<file path="config.mk">
export PLATFORM = sky130hd
export DESIGN_NAME = pkt_capt_ingress
export DESIGN_NICKNAME = d
export VERILOG_FILES = /design/src/rtl/pkt_capt_ingress.sv
export SDC_FILE = /design/constraint.sdc
export NUM_CORES = 1
export LEC_CHECK = 0
export CAP_MARGIN = 10
export CORE_MARGIN = 5
export CORE_UTILIZATION = 35
export CTS_BUF_LIST = sky130_fd_sc_hd__clkbuf_8
export CTS_CLUSTER_SIZE = 25
export DETAILED_ROUTE_END_ITERATION = 16
export HOLD_SLACK_MARGIN = 0.06
export PLACE_DENSITY_LB_ADDON = 0.2
export SKIP_CTS_REPAIR_TIMING = 1
export SYNTH_ARGS = -nofsm -noshare
export SYNTH_HDL_FRONTEND = slang
export SYNTH_SLANG_ARGS = --single-unit
</file>
<file path="constraint.sdc">
create_clock -name clk -period 10.1 [get_ports clk]
set_clock_uncertainty 0.15 [all_clocks]
set_input_delay 2.02 -clock clk [delete_from_list [all_inputs] [get_ports clk]]
set_output_delay 2.02 -clock clk [all_outputs]
set_load 0.01 [all_outputs]
</file>
<file path="src/rtl/pkt_capt_ingress.sv">
// Store-and-forward capture front end: taps an Avalon-ST stream, writes packet words to the
// shared FIFO and hands each packet to the write controller. Statistics counters: PKT_CAPT_STATS_EN.
module pkt_capt_ingress #(
  parameter int FIFO_DEPTH    = 512,
  parameter int MAX_PKT_BYTES = 1536,
  parameter int CNT_W         = 32
) (
  input  logic             clk,
  input  logic             reset,
  input  logic [31:0]      asi_data,
  input  logic             asi_valid,
  input  logic             asi_startofpacket,
  input  logic             asi_endofpacket,
  input  logic [1:0]       asi_empty,
  input  logic             capt_en,
  input  logic [15:0]      snaplen,
  input  logic [31:0]      time_sec,
  input  logic [31:0]      time_nsec,
  output logic [31:0]      fifo_data,
  output logic             fifo_wrreq,
  input  logic             fifo_full,
  output logic             wr_ctrl,
  input  logic             wr_ctrl_rdy,
  output logic [31:0]      pkt_begin,
  output logic [31:0]      pkt_end,
  output logic [31:0]      seconds,
  output logic [31:0]      nanoseconds,
  output logic             busy,
  output logic [CNT_W-1:0] pkt_count,
  output logic [CNT_W-1:0] drop_count,
  output logic [CNT_W-1:0] trunc_count
);

  localparam int BC_W = $clog2(FIFO_DEPTH * 4 + 1);

  typedef enum logic [2:0] {IDLE, CAPTURE, HANDOFF, WAIT_RDY, DISCARD} state_t;

  state_t          state;
  logic [BC_W-1:0] byte_cnt, lim_r;
  logic [31:0]     sec_sh, nsec_sh;
  logic            trunc;

  logic [BC_W-1:0] lim_now, cur_lim, cur_cnt, room, take, beat_w;
  logic [2:0]      beat_bytes;
  logic            can_wr, short_beat, sop_beat;

  assign sop_beat = asi_valid && asi_startofpacket;

  // The SOP beat is evaluated against the limit being latched, with an empty byte count.
  always_comb begin
    if (snaplen == 16'd0 || 32'(snaplen) > MAX_PKT_BYTES) lim_now = BC_W'(MAX_PKT_BYTES);
    else                                                   lim_now = BC_W'(snaplen);
    cur_lim    = (state == IDLE) ? lim_now : lim_r;
    cur_cnt    = (state == IDLE) ? '0 : byte_cnt;
    beat_bytes = asi_endofpacket ? (3'd4 - {1'b0, asi_empty}) : 3'd4;
    beat_w     = BC_W'(beat_bytes);
    room       = cur_lim - cur_cnt;
    can_wr     = (cur_cnt < cur_lim) && !fifo_full;
    take       = (beat_w > room) ? room : beat_w;
    short_beat = !can_wr || (beat_w > room);
  end

  always_ff @(posedge clk or posedge reset) begin
    if (reset) begin
      state       <= IDLE;
      byte_cnt    <= '0;
      lim_r       <= '0;
      sec_sh      <= '0;
      nsec_sh     <= '0;
      trunc       <= 1'b0;
      fifo_data   <= '0;
      fifo_wrreq  <= 1'b0;
      wr_ctrl     <= 1'b0;
      pkt_end     <= '0;
      seconds     <= '0;
      nanoseconds <= '0;
    end else begin
      fifo_wrreq <= 1'b0;
      wr_ctrl    <= 1'b0;
      case (state)
        IDLE: begin
          if (sop_beat) begin
            if (capt_en) begin
              sec_sh     <= time_sec;
              nsec_sh    <= time_nsec;
              lim_r      <= lim_now;
              byte_cnt   <= can_wr ? take : '0;
              fifo_wrreq <= can_wr;
              if (can_wr) fifo_data <= asi_data;
              trunc      <= short_beat;
              state      <= asi_endofpacket ? HANDOFF : CAPTURE;
            end else if (!asi_endofpacket) begin
              state <= DISCARD;
            end
          end
        end
        CAPTURE: begin
          if (sop_beat) begin
            // Missing EOP: close what we have; the new packet is dropped.
            trunc <= 1'b1;
            state <= HANDOFF;
          end else if (asi_valid) begin
            if (can_wr) begin
              fifo_wrreq <= 1'b1;
              fifo_data  <= asi_data;
              byte_cnt   <= byte_cnt + take;
            end
            if (short_beat)      trunc <= 1'b1;
            if (asi_endofpacket) state <= HANDOFF;
          end
        end
        HANDOFF: begin
          seconds     <= sec_sh;
          nanoseconds <= nsec_sh;
          pkt_end     <= 32'(byte_cnt);
          wr_ctrl     <= 1'b1;
          state       <= WAIT_RDY;
        end
        WAIT_RDY: begin
          if (wr_ctrl_rdy) state <= IDLE;
        end
        DISCARD: begin
          if (asi_valid && asi_endofpacket) state <= IDLE;
        end
        default: state <= IDLE;
      endcase
    end
  end

  assign pkt_begin = 32'd0;
  assign busy      = (state != IDLE) && (state != DISCARD);

`ifdef PKT_CAPT_STATS_EN
  function automatic logic [CNT_W-1:0] sat_inc(input logic [CNT_W-1:0] v);
    return (&v) ? v : v + 1'b1;
  endfunction

  logic drop_inc;
  assign drop_inc = sop_beat && (state == CAPTURE || state == HANDOFF || state == WAIT_RDY);

  always_ff @(posedge clk or posedge reset) begin
    if (reset) begin
      pkt_count   <= '0;
      drop_count  <= '0;
      trunc_count <= '0;
    end else begin
      if (state == HANDOFF)          pkt_count   <= sat_inc(pkt_count);
      if (state == HANDOFF && trunc) trunc_count <= sat_inc(trunc_count);
      if (drop_inc)                  drop_count  <= sat_inc(drop_count);
    end
  end
`else
  logic unused_trunc;
  assign unused_trunc = trunc;
  assign pkt_count    = '0;
  assign drop_count   = '0;
  assign trunc_count  = '0;
`endif

endmodule

</file>
==> metrics.yaml <==
required_ps: 10320
placementRows: 62
drt_iter0_drc: 321
dp_hpwl_um: 17900
power_mw: 3.67
clk_latency_ps: 540
grt_pass1_wl_um: 40700
synth-xor-area-share_pct: 1.03
relSlewSlack_pct: 33.4
track_usage_pct: 15.0
timing.fmax_ghz: 0.117
critPathLaunchType: "primary input"
nNetsFinal: 1389
async_flop_share_pct: 100
setup_viol: 0
area_growth_syn_to_layout_pct: 28.2
synth_area_um2: 10200
vias_per_cell: 4.38
synth-adder-area-share_pct: 3.70
avgRoutedWirePerCell_um: 15.4
final.setup.tns_ps: 0
r2r_start: "state[0]"
tightest_slew_ps: 999
cts.sinks: 201
synth_flop_cell: "dfrtp_1"
coreArea_um2: 28800
via_count: 7212
yosysWarnings: 0
fin_crit_sh_pct: 84.6
pwr_density_cell_nw_per_um2: 280
drc: 0
cts_buffer_depth: 3
numCtsBuffers: 37
antenna_found_initial: 0
rsz0062_at_grt: "no"
slowest_delay_ps: 670
synth_area_leader_cell: "dfrtp_1"
critical_path_class: "primary input to register"
yosysMostFrequentCell: "nand2_1"
synth.area.top_cells: "dfrtp_1, mux2_2, buf_4"
vdd_drop_max_uv: 154
endpoint_kind: "register"
finalHoldViolCount: 0
grt_pass1_vias: 7467
hp-start: "nsec_sh[0]"
wl_um: 25300
netlist_instances: 993
root_buffer: "clkbuf_8"
leakage_nw: 6.26
ios: 381
ys_ff_latch: 201
arrival_ps: 8770
hold_path.class: "register to register"
r2r-end: "byte_cnt[10]"
layout_min_cycle_time_ps: 8540
cap_violations: 0
holdPathStages: 2
status: "completed"
synth_compound_area_share_pct: 6.59
h-tree-depth: 2
drv_slew: 0
avgSynthCellArea_um2: 10.3
dieArea_um2: 32700
dr.pass1.iters: 4
start_util_pct: 35.5
layout-drive-gt1-share_pct: 14.6
fp.dieW_um: 181
fillers: 2826
cts_tree: "built"
die_h_um: 181
yosys-top-cells-count: "nand2_1, dfrtp_1, buf_4, mux2_2, o21ai_0"
synth_top_family_by_area: "simple AND/OR/NAND/NOR gates"
ys_types: 66
gp_congestion: 0.816
cts.clk_slew.worst_paths_ps: 60
grt_max_degree: 128
diodes: 0
overflow: 0
synthMuxAreaShare_pct: 12.6
ant_nets: 0
min_to: "nsec_sh[0]"
r2r_setup_slack_ps: 3590
yosysTopAreaCellShare_pct: 49.2
ys_seq_area_share_pct: 49.2
slowest_stage: "nor3_1"
synth_simple_gate_area_share_pct: 13.6
synth_edf_count: 0
critPathMaxFanout: 9
r2r_cells: 25
portBuffers: 232
state kept, by name, indices dropped and copies added (netlist names), 3 cells and up:
name	flops
fifo_data	32
nanoseconds	32
nsec_sh	32
sec_sh	32
seconds	32
byte_cnt	12
lim_r	12
pkt_end	12
state	3
cells in the final DEF, fill, tap and decap left out, types with 2 or more instances in the layout:
| master | instances |
|---|---|
| clkbuf_8 | 42 |
| or3_1 | 2 |
| nor2_1 | 22 |
| and3_2 | 2 |
| inv_1 | 30 |
| and2_1 | 5 |
| ha_1 | 27 |
| mux2i_1 | 4 |
| nand2_1 | 259 |
| dfrtp_1 | 201 |
| a21oi_1 | 19 |
| o21ai_0 | 30 |
| a2111oi_0 | 2 |
| nor3_1 | 5 |
| nand2b_1 | 2 |
| inv_8 | 2 |
| nand3_1 | 5 |
| conb_1 | 156 |
| and3_1 | 2 |
| a21o_1 | 8 |
| mux2_2 | 107 |
| mux2_1 | 4 |
| nor4_1 | 8 |
| fa_1 | 2 |
| a41o_1 | 2 |
| a211oi_1 | 2 |
| o21a_1 | 2 |
| xnor2_1 | 6 |
| xor2_1 | 6 |
| a221oi_1 | 2 |
| or2_2 | 3 |
| o31ai_1 | 13 |
| buf_4 | 7 |
| clkinv_2 | 3 |
| clkdlybuf4s50_1 | 232 |
| o211ai_1 | 4 |
logic make-up (layout without fill, tap and decap cells):
group	Yosys count	after routing
other	1	156
XOR/XNOR	12	12
adder cells (fa/ha/maj)	29	29
AND/OR/NAND/NOR	329	329
multiplexers	115	115
flip-flops	201	201
buffers and inverters	206	319
AO/OA/AOI/OAI	100	100
area by class of cell:
cell class	count	area, µm²	share of cell area [%]
Inverter	18	75.1	0.573
Clock inverter	20	130	0.993
Tap cell	384	480	3.67
Multi-Input combinational cell	741	4440	33.9
Sequential cell	201	5030	38.4
Clock buffer	42	578	4.41
Timing Repair Buffer	239	2370	18.1
metrics by stage:
step | hold slack, ps | util [%] | cells | area [µm²] | worst slack (ps)
final | 317 | 45.5 | 1645 | 13100 | 1560
after global routing | 338 | 45.5 | 1645 | 13100 | 1100
after CTS | 321 | 45.5 | 1645 | 13100 | 1600
after detailed placement | 307 | 43.1 | 1583 | 12400 | 1020
after global placement | 303 | 43.1 | 1583 | 12400 | 1150
after floorplan | 290 | - | 1148 | 10800 | 2280
where the power goes:
part           switching [mW]  internal [mW]  total [mW]
Combinational           0.732          0.821        1.55
Clock                   0.340          0.408       0.747
Sequential              0.205           1.17        1.37
Total                    1.28           2.40        3.67
critical path: cells and delay by family:
family	cells	cell delay (ps)
AOI/OAI and AO/OA	10	1910
muxes	1	240
adders and majority gates	5	1490
xor gates and xnor gates	1	170
buffers and inverters	4	620
and+or+nand+nor	10	2320
worst max path at each step:
stage,start,endpoint,cells past startpoint
after floorplan,snaplen[11],byte_cnt[10],25
after global routing,snaplen[3],byte_cnt[10],31
after global placement,snaplen[3],byte_cnt[10],31
final,snaplen[3],byte_cnt[10],31
after CTS,snaplen[3],byte_cnt[10],31
after detailed placement,snaplen[3],byte_cnt[10],31
metal layers:
layer / global-route usage, % / wire [µm] / vias to the layer above
met5: 0 / 0 / -
met4: 3.99 / 495 / 0
met3: 5.55 / 2270 / 41
met2: 25.1 / 12200 / 245
met1: 18.3 / 10400 / 3422
li1: - / - / 3504
No activity file was read; power rests on OpenSTA's default activity.
